**src/rtl/shift_collector.sv**
```systemverilog
// -----------------------------------------------------------------------------
// shift_collector
//   Serial-in collector for the single-bit outputs the datapath shifter emits
//   on each 1-bit shift. A job collects up to WIDTH bits into a parallel word:
//     - Left shifts (dir=0) collect il. The first bit lands at the MSB of the
//       N-bit collected field, and the bits above the field are zero.
//     - Right shifts (dir=1) collect ir. The first bit lands at bit 0.
//   The result is presented for one cycle with o_word_valid. It is held on
//   o_word until the next job completes or reset.
//
// Ports
//   i_clock       system clock, rising edge
//   i_reset       synchronous active-high reset; overrides all other inputs
//   i_start       begin a job (samples i_dir and i_count)
//   i_dir         0 = collect i_il, 1 = collect i_ir
//   i_count       bits to collect; 0 = empty job, >WIDTH saturates to WIDTH
//   i_bit_valid   i_il / i_ir carry a valid shifted-out bit this cycle
//   i_il          bit shifted out of the MSB on a left shift
//   i_ir          bit shifted out of the LSB on a right shift
//   o_busy        job in progress
//   o_word        collected, aligned result
//   o_word_valid  one-cycle pulse when o_word is updated
//   o_overrun     sticky: a bit arrived while no job was collecting
// -----------------------------------------------------------------------------
module shift_collector #(
   parameter int WIDTH = 16,
   parameter int CNT_W = 5
) (
   input  logic             i_clock,
   input  logic             i_reset,
   input  logic             i_start,
   input  logic             i_dir,
   input  logic [CNT_W-1:0] i_count,
   input  logic             i_bit_valid,
   input  logic             i_il,
   input  logic             i_ir,
   output logic             o_busy,
   output logic [WIDTH-1:0] o_word,
   output logic             o_word_valid,
   output logic             o_overrun
);

   typedef enum logic [1:0] {
      S_IDLE    = 2'd0,
      S_COLLECT = 2'd1,
      S_DONE    = 2'd2
   } state_t;

   localparam logic [CNT_W-1:0] WIDTH_C = CNT_W'(WIDTH);
   localparam logic [CNT_W-1:0] ONE_C   = {{(CNT_W-1){1'b0}}, 1'b1};

   state_t           r_state;
   logic             r_busy;
   logic             r_word_valid;
   logic             r_dir;
   logic [CNT_W-1:0] r_need;
   logic [CNT_W-1:0] r_got;
   logic [WIDTH-1:0] r_acc;
   logic [WIDTH-1:0] r_word;
   logic             r_overrun;

   logic [CNT_W-1:0] w_sat_count;
   logic [WIDTH-1:0] w_next_acc;
   logic [CNT_W-1:0] w_got_next;
   logic             w_last_bit;
   logic [WIDTH-1:0] w_mask;
   logic [WIDTH-1:0] w_final_word;

   // Saturate the requested count to the datapath width.
   always_comb begin
      if (i_count > WIDTH_C) begin
         w_sat_count = WIDTH_C;
      end else begin
         w_sat_count = i_count;
      end
   end

   // Accumulator shifted by the current bit, according to the latched direction.
   always_comb begin
      if (r_dir) begin
         w_next_acc = {i_ir, r_acc[WIDTH-1:1]};
      end else begin
         w_next_acc = {r_acc[WIDTH-2:0], i_il};
      end
   end

   // Bit counting and final alignment of the collected field.
   always_comb begin
      w_got_next = r_got + ONE_C;
      w_last_bit = i_bit_valid && (w_got_next == r_need);
      // When r_need == WIDTH, the shift clears every bit, so the mask becomes all ones.
      w_mask     = ~({WIDTH{1'b1}} << r_need);
      if (r_dir) begin
         // Right-shift bits enter at the MSB and must be brought down to bit 0.
         w_final_word = w_next_acc >> (WIDTH_C - r_need);
      end else begin
         w_final_word = w_next_acc & w_mask;
      end
   end

   // Job sequencing, accumulation, result and flag registers.
   always_ff @(posedge i_clock) begin
      if (i_reset) begin
         r_state      <= S_IDLE;
         r_busy       <= 1'b0;
         r_word_valid <= 1'b0;
         r_dir        <= 1'b0;
         r_need       <= {CNT_W{1'b0}};
         r_got        <= {CNT_W{1'b0}};
         r_acc        <= {WIDTH{1'b0}};
         r_word       <= {WIDTH{1'b0}};
         r_overrun    <= 1'b0;
      end else begin
         case (r_state)
            // DONE lasts one cycle and accepts a new start exactly like IDLE.
            S_IDLE, S_DONE: begin
               if (i_start) begin
                  r_overrun <= 1'b0;
                  r_dir     <= i_dir;
                  r_need    <= w_sat_count;
                  r_got     <= {CNT_W{1'b0}};
                  r_acc     <= {WIDTH{1'b0}};
                  if (i_count == {CNT_W{1'b0}}) begin
                     r_state      <= S_DONE;
                     r_busy       <= 1'b0;
                     r_word_valid <= 1'b1;
                     r_word       <= {WIDTH{1'b0}};
                  end else begin
                     r_state      <= S_COLLECT;
                     r_busy       <= 1'b1;
                     r_word_valid <= 1'b0;
                  end
               end else begin
                  r_state      <= S_IDLE;
                  r_busy       <= 1'b0;
                  r_word_valid <= 1'b0;
                  if (i_bit_valid) begin
                     r_overrun <= 1'b1;
                  end
               end
            end
            // start is ignored while collecting; only bit_valid advances the job.
            S_COLLECT: begin
               if (i_bit_valid) begin
                  r_acc <= w_next_acc;
                  r_got <= w_got_next;
                  if (w_last_bit) begin
                     r_state      <= S_DONE;
                     r_busy       <= 1'b0;
                     r_word_valid <= 1'b1;
                     r_word       <= w_final_word;
                  end
               end
            end
            default: begin
               r_state      <= S_IDLE;
               r_busy       <= 1'b0;
               r_word_valid <= 1'b0;
            end
         endcase
      end
   end

   assign o_busy       = r_busy;
   assign o_word       = r_word;
   assign o_word_valid = r_word_valid;
   assign o_overrun    = r_overrun;

endmodule

```
**config.mk**
```make
export PLATFORM = sky130hd
export DESIGN_NAME = shift_collector
export DESIGN_NICKNAME = d
export VERILOG_FILES = /design/src/rtl/shift_collector.sv
export SDC_FILE = /design/constraint.sdc
export NUM_CORES = 1
export LEC_CHECK = 0
export BUFFER_PORTS_ARGS = -buffer_cell sky130_fd_sc_hd__buf_4
export CORE_ASPECT_RATIO = 0.9
export CORE_MARGIN = 2
export CORE_UTILIZATION = 45
export CTS_BUF_LIST = sky130_fd_sc_hd__clkbuf_2 sky130_fd_sc_hd__clkbuf_4 sky130_fd_sc_hd__clkbuf_8
export DETAILED_ROUTE_END_ITERATION = 10
export PLACE_DENSITY = 0.71
export SLEW_MARGIN = 20
export SYNTH_ARGS = -nofsm -noshare
export SYNTH_HDL_FRONTEND = slang
export SYNTH_SLANG_ARGS = --single-unit
```
**constraint.sdc**
```tcl
create_clock -name i_clock -period 2.8 [get_ports i_clock]
set_input_delay 0.7 -clock i_clock [delete_from_list [all_inputs] [get_ports i_clock]]
set_output_delay 0.7 -clock i_clock [all_outputs]
set_load 0.03 [all_outputs]
```
==> results.env <==
CRIT_ARRIVAL_NS=2.60
POWER_PER_CELL_AREA_mW_PER_MM2=391
WORST_HOLD_PATH.ENDPOINT='o_busy$_SDFFE_PP0P_'
DRT-PASS1-ITER-COUNT=6
CRIT_FANOUT=11
LAYOUT.CELLS.MOST_COMMON='sky130_fd_sc_hd__nand2_1'
FIN_WORST_HOLD_SLACK_NS=0.479
R2R.WORST_PATH.CELLS=7
REG2REG_SETUP_SLACK_NS=0.45
BOUNDARYPINS=31
FINAL_MIN_PERIOD_OVER_CLOCK_PERIOD_PCT=83.9
TIMING_WORST_SETUP_PATH_TYPE='flop to flop'
DIODES=0
FLOORPLAN.DIE.WIDTH_UM=95.8
TOTAL_OVERFLOW_REPORTED_BY_THE_GLOBAL_ROUTER=0
CTS.REPAIR.RESIZED=0
IO_BUFFER_COUNT=30
TNS_NS=0
GRT_MAX_DEGREE=39
TIMING.SLEW.HEADROOM_PCT=51.0
NFILLCELLS=717
VIA_TO_CELL_RATIO=6.23
SLEW_VIOL_FINAL=0
DETAILEDROUTE.FIRSTITERATIONVIOLATIONS=288
WL_PER_CELL_UM=18.4
POST_SYNTH.CELL_AREA_AVG_UM2=8.77
SYNTH_WARNINGS=0
SYNTH_EDF_COUNT=0
AREA_ENCLOSED_BY_THE_DIE_BOUNDARY_MM2=0.00829
GRT_PASS1_VIAS=2832
WORST_SKEW_PAIR.LATE_LATENCY_NS=0.30
AREA.GROWTH.SYNTH_TO_FINAL_PCT=9.98
CLOCK_TREE.HTREE_LEVEL_COUNT=2
ROW_COUNT=30
VDD_DROP_MAX_mV=0.186
RSZ0062_AT_GRT='false'
CORE_REGION_AREA_MM2=0.00743
TIGHTESTPINTRANSITION_NS=0.735
CLOCK.FMAX_MHz=426
STATUS='completed'
STARTING_DENSITY_OF_THE_CORE_PCT=45.9
NUMCTSBUFFERS=5
TIMING.CRITICAL_PATH.REQUIRED_NS=3.05
DRC_ERRORS=0
GRT_PASS1_WL_MM=14.8
CTSHOLDBUFFERS=0
HOLD_PATH_DEPTH=2
YOSYSSEQAREASHARE_PCT=27.6
CTS_NUM_SINKS=47
CHIP_HEIGHT_UM=86.6
CTS-ROOT-BUF='sky130_fd_sc_hd__clkbuf_8'
LAYOUT_COMMON_CELLS='sky130_fd_sc_hd__nand2_1 (49), sky130_fd_sc_hd__dfxtp_1 (47), sky130_fd_sc_hd__buf_4 (42)'
GRT_ANTENNA_BEFORE_REPAIR=0
CLOCK_TREE.BUFFER_DEPTH=2
POST_CTS.REPAIR.SETUP_BUFFERS=0
DESIGN_POWER_TOTAL_uW=1470
POST_SYNTH_INST_COUNT=389
NUMBER_OF_NETS_PRODUCED_BY_SYNTHESIS=406
SETUP.WORST_PATH.START_CLASS='flop'
CLOCK_TREE_FROM_TRITONCTS='yes'
HOLD_PATH.STARTPOINT='o_busy$_SDFFE_PP0P_'
WORSTHOLDPATHTYPE='flop to flop'
YS_FF_LATCH=47
CRITICAL_PATH.REG2REG.ENDPOINT='o_word[9]$_SDFFE_PP0P_'
DRV_CAP=0
FINISH.NET_COUNT=418
SYNTHFLOPTYPE='sky130_fd_sc_hd__dfxtp_1'
GP_CONGESTION=0.983
TIMING.FINAL.CRIT_PERIOD_NS=2.35
DRT-TOTAL-WL_MM=9.13
YS_TYPES=54
GLOBAL_ROUTE.USAGE.TOTAL_PCT=22.8
WORST_CLOCK_SKEW_NS=0.00591
FINALHOLDVIOLATIONS=0
HPWLAFTERDP_MM=6.57
ROUTE.ANTENNA.REMAINING_NETS=0
FINAL_LAYOUT_SIZE_SUFFIX_GT1_SHARE_PCT=16.5
PATH_CLK_SLEW_NS=0.09
ASYNC_FLOP_SHARE_PCT=0
NETLIST_AREA_MM2=0.00341
R2R_START='r_need[0]$_SDFFE_PP0P_'
VIA_COUNT=3096
TIMING.FINAL.SETUP_VIOLATIONS=0
TOTAL_LEAKAGE_POWER_uW=0.00138
SETUP.WORST_PATH.END_CLASS='flop'
[final cells by class]
type	count	area, µm²	area share, %
clock buffers	6	76.3	2.03
clock inverters	1	30.0	0.801
inverters	10	37.5	1.00
multi-input cells	294	2210	58.9
flip-flops and latches	47	941	25.1
well taps	96	120	3.20
repair buffers	43	335	8.94
[metal layers]
| metal | routed length (µm) | GRT usage (%) | up-vias |
|---|---|---|---|
| met4 | 147 | 5.97 | 0 |
| li1 | - | - | 1465 |
| met5 | 0 | 0 | - |
| met3 | 727 | 4.52 | 17 |
| met1 | 4390 | 34.8 | 1460 |
| met2 | 3860 | 32.8 | 154 |
[Yosys cell counts, types with 3 or more instances]
cell type                  number  share of area [%]
sky130_fd_sc_hd__nand2_1       49                5.4
sky130_fd_sc_hd__dfxtp_1       47                 28
sky130_fd_sc_hd__a21oi_1       42                6.2
sky130_fd_sc_hd__nor2_1        35                3.9
sky130_fd_sc_hd__mux2i_1       19                5.6
sky130_fd_sc_hd__a22o_1        16                4.1
sky130_fd_sc_hd__buf_2         15                2.2
sky130_fd_sc_hd__clkbuf_1      15                1.7
sky130_fd_sc_hd__mux4_1        15                 12
sky130_fd_sc_hd__a211oi_1      11                2.4
sky130_fd_sc_hd__inv_1          9               0.99
sky130_fd_sc_hd__o21ai_0        9                1.3
sky130_fd_sc_hd__nand3_1        7                1.0
sky130_fd_sc_hd__nor2b_1        7                1.3
sky130_fd_sc_hd__nor3_1         7                1.0
sky130_fd_sc_hd__o22ai_1        6                1.1
sky130_fd_sc_hd__ha_1           5                1.8
sky130_fd_sc_hd__mux2_2         5                1.7
sky130_fd_sc_hd__mux4_2         5                3.3
sky130_fd_sc_hd__nand3b_1       4               0.88
sky130_fd_sc_hd__o21ai_1        4               0.59
sky130_fd_sc_hd__xnor2_1        4                1.0
sky130_fd_sc_hd__xor2_1         4                1.0
sky130_fd_sc_hd__a31oi_1        3               0.55
sky130_fd_sc_hd__buf_12         3                1.8
sky130_fd_sc_hd__nand2b_1       3               0.55
sky130_fd_sc_hd__o211ai_1       3               0.66
[sequential cells by signal, indices dropped and copies added (netlist names)]
name and count:
r_got 5, o_busy 1, r_dir 1, o_overrun 1, o_word 16, r_acc 16, r_state 2, r_need 5
[power breakdown]
group	switching, µW	internal, µW	total, µW
clock network	234	272	506
registers	11.3	678	689
logic	175	98.0	273
[metrics by stage]
stage,std cells,utilization (%),setup slack (ns),area (µm²)
final,497,50.5,0.451,3750
after floorplan,389,-,0.231,3410
after CTS,497,50.5,0.486,3750
after detailed placement,490,49.0,0.489,3640
after global routing,497,50.5,0.280,3750
after global placement,490,49.0,0.512,3640
[how the worst max path moves through the flow]
stage	start	endpoint	slack, ns	depth (start not counted)
3_3_place_gp	r_need[0]$_SDFFE_PP0P_	o_word[2]$_SDFFE_PP0P_	0.51	9
5_1_grt	r_need[0]$_SDFFE_PP0P_	o_word[2]$_SDFFE_PP0P_	0.28	9
6_report	r_need[0]$_SDFFE_PP0P_	o_word[9]$_SDFFE_PP0P_	0.45	7
2_1_floorplan	r_need[0]$_SDFFE_PP0P_	o_word[6]$_SDFFE_PP0P_	0.23	12
3_5_place_dp	r_need[0]$_SDFFE_PP0P_	o_word[2]$_SDFFE_PP0P_	0.49	9
4_1_cts	r_need[0]$_SDFFE_PP0P_	o_word[1]$_SDFFE_PP0P_	0.49	8
[cell families after synthesis]
logic type / count (synthesis) / share of synthesized area (%)
AOI/OAI and AO/OA: 113 / 21.8
buffers and inverters: 48 / 7.70
adders and majority gates: 5 / 1.83
DFF: 47 / 27.6
and+or+nand+nor: 124 / 17.0
muxes: 44 / 22.1
xor gates and xnor gates: 8 / 2.05
[critical path, cell delays in order (launching register included)]
cell                      delay [ns]
sky130_fd_sc_hd__dfxtp_1        0.39
sky130_fd_sc_hd__inv_1          0.06
sky130_fd_sc_hd__ha_1           0.23
sky130_fd_sc_hd__ha_1           0.56
sky130_fd_sc_hd__mux4_2         0.36
sky130_fd_sc_hd__mux2_2         0.31
sky130_fd_sc_hd__o22ai_1        0.23
sky130_fd_sc_hd__a22o_1         0.16
No activity file was read; power rests on OpenSTA's default activity.
